[config.mk]
export PLATFORM = sky130hd
export DESIGN_NAME = qam_mapper
export DESIGN_NICKNAME = d
export VERILOG_FILES = /design/src/rtl/qam_mapper.sv
export SDC_FILE = /design/constraint.sdc
export NUM_CORES = 1
export LEC_CHECK = 0
export CAP_MARGIN = 10
export CORE_MARGIN = 5
export CORE_UTILIZATION = 38
export DETAILED_ROUTE_END_ITERATION = 8
export GPL_TIMING_DRIVEN = 0
export HOLD_SLACK_MARGIN = 0.05
export PLACE_DENSITY = 0.73
export SLEW_MARGIN = 20
export SYNTH_ARGS = -nofsm -noshare
export SYNTH_HDL_FRONTEND = slang
export SYNTH_SLANG_ARGS = --single-unit
[constraint.sdc]
create_clock -name dclk -period 1.25 [get_ports dclk]
set_input_delay 0.125 -clock dclk [delete_from_list [all_inputs] [get_ports dclk]]
set_output_delay 0.125 -clock dclk [all_outputs]
set_load 0.02 [all_outputs]
[src/rtl/qam_mapper.sv]
// Hard-decision 16QAM Gray mapper: serial bits in, 4 bits per symbol, signed I/Q out
// through a 1-deep valid/ready register. Define SYM_PREAMBLE_EN to emit a corner preamble first.
module qam_mapper #(
    parameter int WIDTH   = 8,
    parameter int AMP     = 32,
    parameter int PRE_LEN = 8
) (
    input  logic             dclk,
    input  logic             rst,
    input  logic             en,
    input  logic             bit_in,
    input  logic             bit_valid,
    output logic             bit_ready,
    output logic [WIDTH-1:0] I_out,
    output logic [WIDTH-1:0] Q_out,
    output logic             sym_valid,
    input  logic             sym_ready
);

    // Levels are computed two bits wider than the output, then truncated.
    localparam logic signed [WIDTH+1:0] LVL1 = (WIDTH + 2)'(AMP);
    localparam logic signed [WIDTH+1:0] LVL3 = (WIDTH + 2)'(3 * AMP);

    if ((3 * AMP > 2 ** (WIDTH - 1) - 1) || (PRE_LEN < 1)) begin : g_bad_cfg
        $error("qam_mapper: AMP too large for WIDTH, or PRE_LEN < 1");
    end

    function automatic logic [WIDTH-1:0] gray_level(input logic [1:0] b);
        logic signed [WIDTH+1:0] v;
        case (b)
            2'b00:   v = -LVL3;
            2'b01:   v = -LVL1;
            2'b11:   v = LVL1;
            default: v = LVL3;
        endcase
        return v[WIDTH-1:0];
    endfunction

    logic [2:0]       sr_q, sr_d;
    logic [1:0]       cnt_q, cnt_d;
    logic [WIDTH-1:0] i_q, i_d;
    logic [WIDTH-1:0] q_q, q_d;
    logic             sym_valid_q, sym_valid_d;
    logic             in_run;
    logic             drain;
    logic             bit_acc;

`ifdef SYM_PREAMBLE_EN
    localparam int PCW = $clog2(PRE_LEN + 1);

    typedef enum logic {
        ST_PRE,
        ST_RUN
    } state_e;

    state_e         state_q, state_d;
    logic [PCW-1:0] pre_cnt_q, pre_cnt_d;
    logic [PCW:0]   pre_launched;

    assign in_run       = (state_q == ST_RUN);
    // Symbols launched so far = drained ones plus the one still sitting in the output register.
    assign pre_launched = {1'b0, pre_cnt_q} + (PCW + 1)'(sym_valid_q);
`else
    assign in_run = 1'b1;
`endif

    // The 4th bit is refused only while the output register is full and not draining.
    assign bit_ready = rst & en & in_run & ~((cnt_q == 2'd3) & sym_valid_q & ~sym_ready);
    assign bit_acc   = bit_valid & bit_ready;
    assign drain     = sym_valid_q & sym_ready;

    // NOTE: every always_comb target gets a default first, so no path can infer a latch.
    always_comb begin
        sr_d        = sr_q;
        cnt_d       = cnt_q;
        i_d         = i_q;
        q_d         = q_q;
        sym_valid_d = sym_valid_q;
`ifdef SYM_PREAMBLE_EN
        state_d     = state_q;
        pre_cnt_d   = pre_cnt_q;
`endif

        if (drain) begin
            sym_valid_d = 1'b0;
        end

        if (in_run && !en) begin
            sr_d  = '0;
            cnt_d = '0;
        end else if (bit_acc) begin
            sr_d = {sr_q[1:0], bit_in};
            if (cnt_q == 2'd3) begin
                i_d         = gray_level(sr_q[2:1]);
                q_d         = gray_level({sr_q[0], bit_in});
                sym_valid_d = 1'b1;
                cnt_d       = '0;
            end else begin
                cnt_d = cnt_q + 2'd1;
            end
        end

`ifdef SYM_PREAMBLE_EN
        if (state_q == ST_PRE) begin
            if (drain) begin
                pre_cnt_d = pre_cnt_q + PCW'(1);
                if (pre_cnt_q == PCW'(PRE_LEN - 1)) begin
                    state_d = ST_RUN;
                end
            end
            if ((!sym_valid_q || sym_ready) && (pre_launched < (PCW + 1)'(PRE_LEN))) begin
                i_d         = pre_launched[0] ? gray_level(2'b00) : gray_level(2'b10);
                q_d         = pre_launched[0] ? gray_level(2'b00) : gray_level(2'b10);
                sym_valid_d = 1'b1;
            end
        end
`endif
    end

    // NOTE: state is updated with non-blocking assignments only, so every flop samples pre-edge values.
    always_ff @(posedge dclk or negedge rst) begin
        if (!rst) begin
            sr_q        <= '0;
            cnt_q       <= '0;
            i_q         <= '0;
            q_q         <= '0;
            sym_valid_q <= 1'b0;
`ifdef SYM_PREAMBLE_EN
            state_q     <= ST_PRE;
            pre_cnt_q   <= '0;
`endif
        end else begin
            sr_q        <= sr_d;
            cnt_q       <= cnt_d;
            i_q         <= i_d;
            q_q         <= q_d;
            sym_valid_q <= sym_valid_d;
`ifdef SYM_PREAMBLE_EN
            state_q     <= state_d;
            pre_cnt_q   <= pre_cnt_d;
`endif
        end
    end

    assign I_out     = i_q;
    assign Q_out     = q_q;
    assign sym_valid = sym_valid_q;

endmodule

==> out/results.ini <==
[finish]
synthToLayoutAreaGrowth_pct=52.9
final_net_count=113
drive_gt1_share_pct=38.6
diodes=0
final_area_um2=991

[min_path]
hold_path_end=cnt_q[1]$_DFFE_PN0P_
worstHoldStart=en
holdPathStages=3
holdCritPathClass=input pin to register

[floorplanning]
initial_core_util_pct=38.8
die_w_um=51.3
die_height_um=51.3
design.die.area_mm2=0.00263
coreArea_mm2=0.00167
io_pins=24
fp-row-count=15

[pwr]
power_density_mw_per_mm2=792
irDropWorstVdd_v=0.000862
leakage_nw=0.540

[setup_path]
ff2ff_path_depth=6
reg2reg_slack_ps=-80
critPathMaxFanout=2
worstReg2RegStart=cnt_q[1]$_DFFE_PN0P_
worstSetupPathType=register to output port
arrival_ps=1290
start_kind=register
critPathCaptureType=output port
r2r_end=cnt_q[0]$_DFFE_PN0P_
crit_required_ps=1120

[synthesis]
synth-seq-cells=11
yosys_warnings=0
synth_top_cell_by_area=dfrtp_1
synth_edf_count=0
yosys-top-cells-count=11 x buf_4, 11 x dfrtp_1, 6 x inv_1, 6 x nand2_1
synthArstFlopShare_pct=100
netlist_area_um2=648
yosysSeqAreaShare_pct=42.5
ys_types=17
synth_ff_type=dfrtp_1
yosysTopAreaCellShare_pct=42.5
yosys-top-cells-area=dfrtp_1 42%, buf_4 13%, ha_1 9.7%
syn_avg_cell_area_um2=9.97
syn_inst=65

[sta]
drv_slew=0
finClkSkew_ps=2.94
fmax_mhz=705
maxSlewHeadroom_pct=66.0
layout_setup_ws_ps=-168
period_needed_ps=1420
setup_viol=7
hold_viol=0
finalCritPeriodShare_pct=113
timing_worst_slew_pin_value_ps=508
rsz0062_at_grt=yes
tns_ps=-554

[clocking]
cts.htree.levels=1
root_buffer=clkbuf_4
clkLatencyLatePin_ps=270
cts_tree=yes
clk_pin_slew_ps=70
cts-buffers-inserted=3
clock-sinks=11
cts_buffer_depth=2

[route]
wire_per_inst_um=11.9
num_vias=538
firstDrtPassIters=4
postRouteAntennaNets=0
avgViaCountPerCell=4.56
drt_wl_total_um=1410
drt_iter0_drc=7
drc=0

[place]
gp_congestion=0.742
dpl_worst_slack_ps=-694
hpwl_um=899
placement.io_buffers=13
dpl-instance-area_um2=833

[global_route]
groute.usage.overall_pct=10.7
grt_overflow_total=0
grt_pass1_vias=464
grt_pass1_wl_um=2010
grt_max_degree=12
antenna_found_initial=0

[run_status]
violations=negative setup slack
status=complete, but fails checks

[job]
drv_cap=0

logic make-up (layout without fill, tap and decap cells):
group	Yosys count	after routing	share of synthesized area, %
and+or+nand+nor	21	21	17.8
buffers and inverters	18	45	18.0
DFF	11	11	42.5
adders and majority gates	5	5	9.65
AOI/OAI and AO/OA	5	5	3.86
muxes	4	4	7.72
other	1	10	0.579
through the flow:
step                      hold WS, ps  instances  utilization (%)  power (mW)
after floorplan                  -171         74                -       0.475
after global placement            474        104             49.9       0.522
after detailed placement          492        104             49.9       0.527
after CTS                         325        111             53.4       0.775
after global routing              380        118             59.3       0.833
final                             359        118             59.3       0.785
critical path: stages (launching register included):
cell	delay [ps]
dfrtp_1	430
ha_4	180
nand3b_1	110
and3_4	190
buf_6	110
placed cells by master (no fill, tap or decap), types with 4 or more instances in the layout:
cell type | Yosys | final
buf_6 | 1 | 5
buf_4 | 11 | 17
conb_1 | 1 | 10
dfrtp_1 | 11 | 11
o21ai_2 | 0 | 5
inv_1 | 6 | 6
dlygate4sd2_1 | 0 | 7
nand2_1 | 6 | 6
ha_1 | 5 | 4
metal layers:
| metal | wire, um | share of wire, % | GRT usage [%] |
|---|---|---|---|
| met4 | 55 | 3.9 | 6.55 |
| met3 | 111 | 7.9 | 4.96 |
| met1 | 516 | 37 | 11.1 |
| met2 | 726 | 52 | 17.4 |
| met5 | 0 | 0 | 0 |
worst max path at each step:
stage / from / end / slack (ps)
floorplan: cnt_q[0]$_DFFE_PN0P_ / bit_ready / 40
global placement: rst / bit_ready / -690
detailed placement: rst / Q_out[6]$_DFFE_PN0P_ / -690
CTS: cnt_q[0]$_DFFE_PN0P_ / bit_ready / -140
global route: cnt_q[1]$_DFFE_PN0P_ / bit_ready / -220
finish: cnt_q[1]$_DFFE_PN0P_ / bit_ready / -170
state kept, by name, summed over array words and instances, names as in the netlist:
register,flops
sym_valid,1
I_out,3
Q_out,2
cnt_q,2
sr_q,3
final cells by class:
cell class              instances  area, um2
fillers                       148        679
multi-input cells              45        339
flip-flops and latches         11        275
repair buffers                 23        213
plain buffers                  12       93.8
clock buffers                   4       26.3
inverters                       6       22.5
well taps                      17       21.3
where the power goes:
part	internal, mW	switching (mW)
clock	0.124	0.120
sequential	0.367	0.00978
combinational	0.0792	0.0852
repair_timing:
| item | 4_1_cts | 5_1_grt |
|---|---|---|
| endpoints found under the setup margin | 19 | 9 |
| setup buffers | 2 | 7 |
| gates resized for setup | 22 | 15 |
| endpoints found under the hold margin | 11 | 0 |
| pin swaps | 3 | 6 |
| hold buffers | 1 | 0 |
Power figures use the tool's default switching activity.
==> edit 1: new RTL, config.mk and constraints unchanged <==
Add a define of `SYM_PREAMBLE_EN`.
--- a/src/rtl/qam_mapper.sv
+++ b/src/rtl/qam_mapper.sv
@@ -2,2 +2,4 @@
 // through a 1-deep valid/ready register. Define SYM_PREAMBLE_EN to emit a corner preamble first.
+`define SYM_PREAMBLE_EN
+
 module qam_mapper #(
Formal check against the unedited RTL: not equivalent (Yosys sat finds a counterexample within 4 cycles, from zero or initial values and one cycle with rst low).
==> edit 1 against the original RTL <==
- the run ends with negative hold slack, negative setup slack left
- utilization down 5.2 points
- setup slack worse by 0.038 ns
- via count rose by 71%
- sequential power rose to 3.5 times the old value
- wire length rose by 83%
- power rose to 4.0 times the old value
- area after synthesis is 100% higher
- final area up 81%
- sequential cell count up 16
- fmax is 2.6% lower
- largest power group is now combinational logic
- highest routed layer unchanged
==> edit 1: results (changes against the original RTL) <==
clock_network:
  cts.repair.resized: 37  # +68%
  htreeDepth: 1  # unchanged
  cts-root-buf: "clkbuf_4"
  clock_insertion_delay_worst_skew_ns: 0.33  # +0.06 ns
  clkTransAtPathRegs_ns: 0.15  # +0.08 ns
  post_cts_buffers: 9  # +7
cells_and_area:
  finalNetCount: 165  # +46%
  drive_above_1_share_pct: 36.9  # -1.7 points
  nFillCells: 318  # +110%
run_status:
  status: "complete, but fails checks"
  violations: "negative hold slack, negative setup slack"
power:
  comb-power_mw: 1.41  # +760%
  peakVddDrop_mv: 0.958  # +11%
  p_seq_share_pct: 41.9  # -6.1 points
  p_sw_mw: 1.16  # +440%
  combPwrFrac_pct: 45.3  # +24 points
  p_leak_nw: 0.814  # +51%
setup_path:
  rr_worst_depth: 6  # unchanged
  critPathMaxFanout: 2  # unchanged
  cp.arrival_ns: 1.33  # +0.04 ns
synth:
  synth.area.mux_share_pct: 2.42  # -5.3 points
  async_reset_ff_share_pct: 100  # unchanged
  yosysWarnings: 0  # unchanged
  syn_nets: 125
  syn_inst: 110  # +69%
  yosys-top-cells-area: "dfrtp_1 52%, ha_1 8.7%, and2_4 6.8%"
  synth_xor_area_share_pct: 2.03  # +2.0 points
  synthAdderAreaFrac_pct: 8.70  # -0.96 points
  synth.top_cells.by_count: "27 x dfrtp_1, 12 x nand2_1, 10 x and2_4, 9 x ha_1, 7 x o21ai_0"
  synthDistinctLibCells: 30  # +13
  synth_compound_area_share_pct: 10.1  # +6.3 points
  synth_seq_area_share_pct: 52.2  # +9.7 points
placement:
  dp_hpwl_um: 1790  # +99%
  dp.cells: 179  # +72%
  place.gp.congestion: 0.803  # +8.2%
  post-place-ws_ns: -0.533  # +0.161 ns
  port_buffers: 23  # +10
routing:
  drt-total-wl_um: 2580  # +83%
  viasPerCell: 4.73  # +3.7%
  dr.pass1.iters: 3  # -1
  drt_iter0_markers: 33  # +26
  vias: 922  # +71%
sta:
  finalSetupViolCount: 25  # +18
  holdWs_ns: -0.209  # -0.568 ns
  fin_skew_ns: 0.00106  # -0.00189 ns
  tns_ns: -3.73  # -3.18 ns
  hold_viol: 27  # +27
  worst_pin_slew_ns: 0.632  # +0.124 ns
  post-route-worst-setup-slack_ns: -0.206  # -0.0378 ns
hold_path:
  min_path_type: "in -> async"
global_route:
  grt_pass1_vias: 988  # +110%
  antenna_found_initial: 0  # unchanged
  grt_pass1_wl_um: 4600  # +130%
  grt_usage_pct: 13.2  # +2.5 points
  grt_max_degree: 30  # +18
==> edit 1: cell count changes after synthesis, sizes merged, moves of 3 or more <==
| cell | delta |
|---|---|
| nand4 | +3 |
| nand2 | +6 |
| dfrtp | +16 |
| buf | -9 |
| and2 | +10 |
| or2b | +4 |
| ha | +4 |
| a21oi | +5 |
| nand3 | -5 |
==> edit 1: final timing paths <==
kind / start / end / slack, ns
min reg2reg: I_out[5] / I_out[5] / 0.49
max: cnt_q[1] / bit_ready / -0.21
min in group dclk: bit_in / sr_q[0] / 0.42
min: rst / I_out[7] / -0.21
max reg2reg: sym_valid / Q_out[6] / -0.20
max in group asynchronous: rst / pre_cnt_q[0] / 1.02
==> edit 1: final cells by class <==
cell class / count / share of cell area [%]
repair buffers: 35 / 18.3
multi-input cells: 74 / 35.4
flip-flops and latches: 27 / 37.9
clock inverters: 1 / 0.489
well taps: 46 / 3.21
clock buffers: 3 / 1.26
inverters: 6 / 1.26
plain buffers: 3 / 2.10
==> edit 1: per-layer routing <==
metal,vias to the layer above,track usage [%],share of wire (%)
li1,446,-,-
met3,2,4.76,6.5
met2,22,21.7,50
met4,0,2.23,0.62
met5,-,0,0
met1,452,16.8,43
==> edit 1: stage by stage <==
stage / area [um^2] / utilization (%)
after global routing: 1790 / 54.1
after CTS: 1730 / 52.2
after floorplan: 1330 / -
after global placement: 1610 / 48.8
after detailed placement: 1610 / 48.6
final: 1790 / 54.1
==> edit 1: cells by family (layout without fill, tap and decap cells) <==
kind of cell | count (synthesis) | after routing
xor gates and xnor gates | 3 | 3
and+or+nand+nor | 40 | 40
buffers and inverters | 9 | 48
muxes | 3 | 3
AOI/OAI and AO/OA | 19 | 19
DFF | 27 | 27
adders and majority gates | 9 | 9
==> edit 2: new RTL, same flow settings <==
Without the edit above. Take the reset off `i_q` and load it in a clocked block of its own.
--- a/src/rtl/qam_mapper.sv
+++ b/src/rtl/qam_mapper.sv
@@ -124,3 +124,2 @@
             cnt_q       <= '0;
-            i_q         <= '0;
             q_q         <= '0;
@@ -134,3 +133,2 @@
             cnt_q       <= cnt_d;
-            i_q         <= i_d;
             q_q         <= q_d;
@@ -144,2 +142,6 @@
 
+    always_ff @(posedge dclk) begin
+        i_q <= i_d;
+    end
+
     assign I_out     = i_q;
Formal check against the unedited RTL: differs if rst is asserted again (counterexample within 10 cycles, from zero or initial values and one cycle with rst low); with rst held inactive, the same outputs for 10 cycles.
==> edit 2 against the original RTL <==
- the run still ends with negative setup slack left
- synthesized cell count shrank 1.5%
- power shrank 1.3%
- final area shrank 5.3%
- area after synthesis shrank 0.97%
- wire length shrank 14%
- sequential cell count is the same
- fmax grew 0.56%
- setup slack gained 0.0079 ns
- via count shrank 6.7%
==> edit 2: results (changes against the original RTL) <==
synth:
  synth.top_cells.by_count: "11 x buf_4, 9 x dfrtp_1, 6 x inv_1, 6 x nand2_1"
  syn_inst: 64  # -1.5%
  synth_compound_area_share_pct: 3.90  # +0.038 points
  synth.area.mux_share_pct: 3.90  # -3.8 points
  yosysWarnings: 0  # unchanged
  synthAdderAreaFrac_pct: 9.75  # +0.094 points
  synth_seq_area_share_pct: 44.4  # +2.0 points
  yosys-top-cells-area: "dfrtp_1 35%, buf_4 13%, ha_1 9.7%"
  synth_edf_count: 2  # +2
  synth_top_family_by_area: "simple AND/OR/NAND/NOR gates"
  ys.flop_type: "dfrtp_1"
  async_reset_ff_share_pct: 81.8  # -18 points
clock_network:
  clkTransAtPathRegs_ns: 0.07  # about the same
run_status:
  status: "complete, but fails checks"
  violations: "negative setup slack"
placement:
  place.gp.congestion: 0.681  # -8.3%
  dpl-instance-area_um2: 816  # -2.1%
  dp.cells: 101  # -2.9%
  post-place-ws_ns: -0.657  # +0.0363 ns
  dp_hpwl_um: 838  # -6.8%
  port_buffers: 12  # -1
power:
  power_per_cell_area_nw_per_um2: 826  # +4.3%
  peakVddDrop_mv: 0.429  # -50%
  clkPwrFrac_pct: 30.6  # -0.5 points
  p_sw_mw: 0.202  # -6.3%
  power.total_mw: 0.775  # -1.3%
routing:
  dr.pass1.iters: 2  # -2
  drt_iter0_markers: 1  # -6
  vias: 502  # -6.7%
setup_path:
  crit_start: "cnt_q[1]"
  r2r_slack_ns: -0.05  # +0.03 ns
  rr_worst_depth: 6  # unchanged
global_route:
  grt_pass1_wl_um: 2000  # -0.30%
  grt_usage_pct: 10.5  # -0.16 points
  grt_pass1_vias: 478  # +3.0%
  grt_max_degree: 10  # -2
sta:
  post-route-worst-setup-slack_ns: -0.160  # +0.00787 ns
  holdWs_ns: 0.355  # -0.00329 ns
  fin_skew_ns: 0.00205  # -0.000898 ns
  finalSetupViolCount: 6  # -1
  tns_ns: -0.376  # +0.178 ns
cells_and_area:
  final_cells: 113  # -4.2%
  drive_above_1_share_pct: 36.1  # -2.5 points
  nFillCells: 144  # -2.7%
[edit 2: cell types whose count changed after synthesis, sizes merged]
cell | before | now
dfrtp | 11 | 9
edfxtp | 0 | 2
conb | 1 | 2
mux2 | 2 | 1
mux2i | 2 | 1
nor2 | 3 | 2
or2 | 0 | 1
[edit 2: area by class of cell]
type                            count  area share [%]
Buffer                             12            10.0
Clock buffer                        4            2.80
Inverter                            6            2.40
Multi-Input combinational cell     44            33.1
Sequential cell                    11            30.4
Tap cell                           16            2.13
Timing Repair Buffer               20            19.2
[edit 2: layer usage]
metal	up-vias	global-route usage, %	part of all wire (%)
met2	20	16.5	49
met3	2	5.81	9.9
met4	0	4.04	0.74
met1	229	11.9	41
met5	-	0	0
li1	251	-	-
[edit 2: repair_timing]
item / 4_1_cts / 5_1_grt
endpoints found under the setup margin: 18 / 7
hold buffers: 1 / 0
resized for setup: 22 / 9
setup buffers: 4 / 3
hold endpoints to repair: 9 / 0
pin swaps: 2 / 5
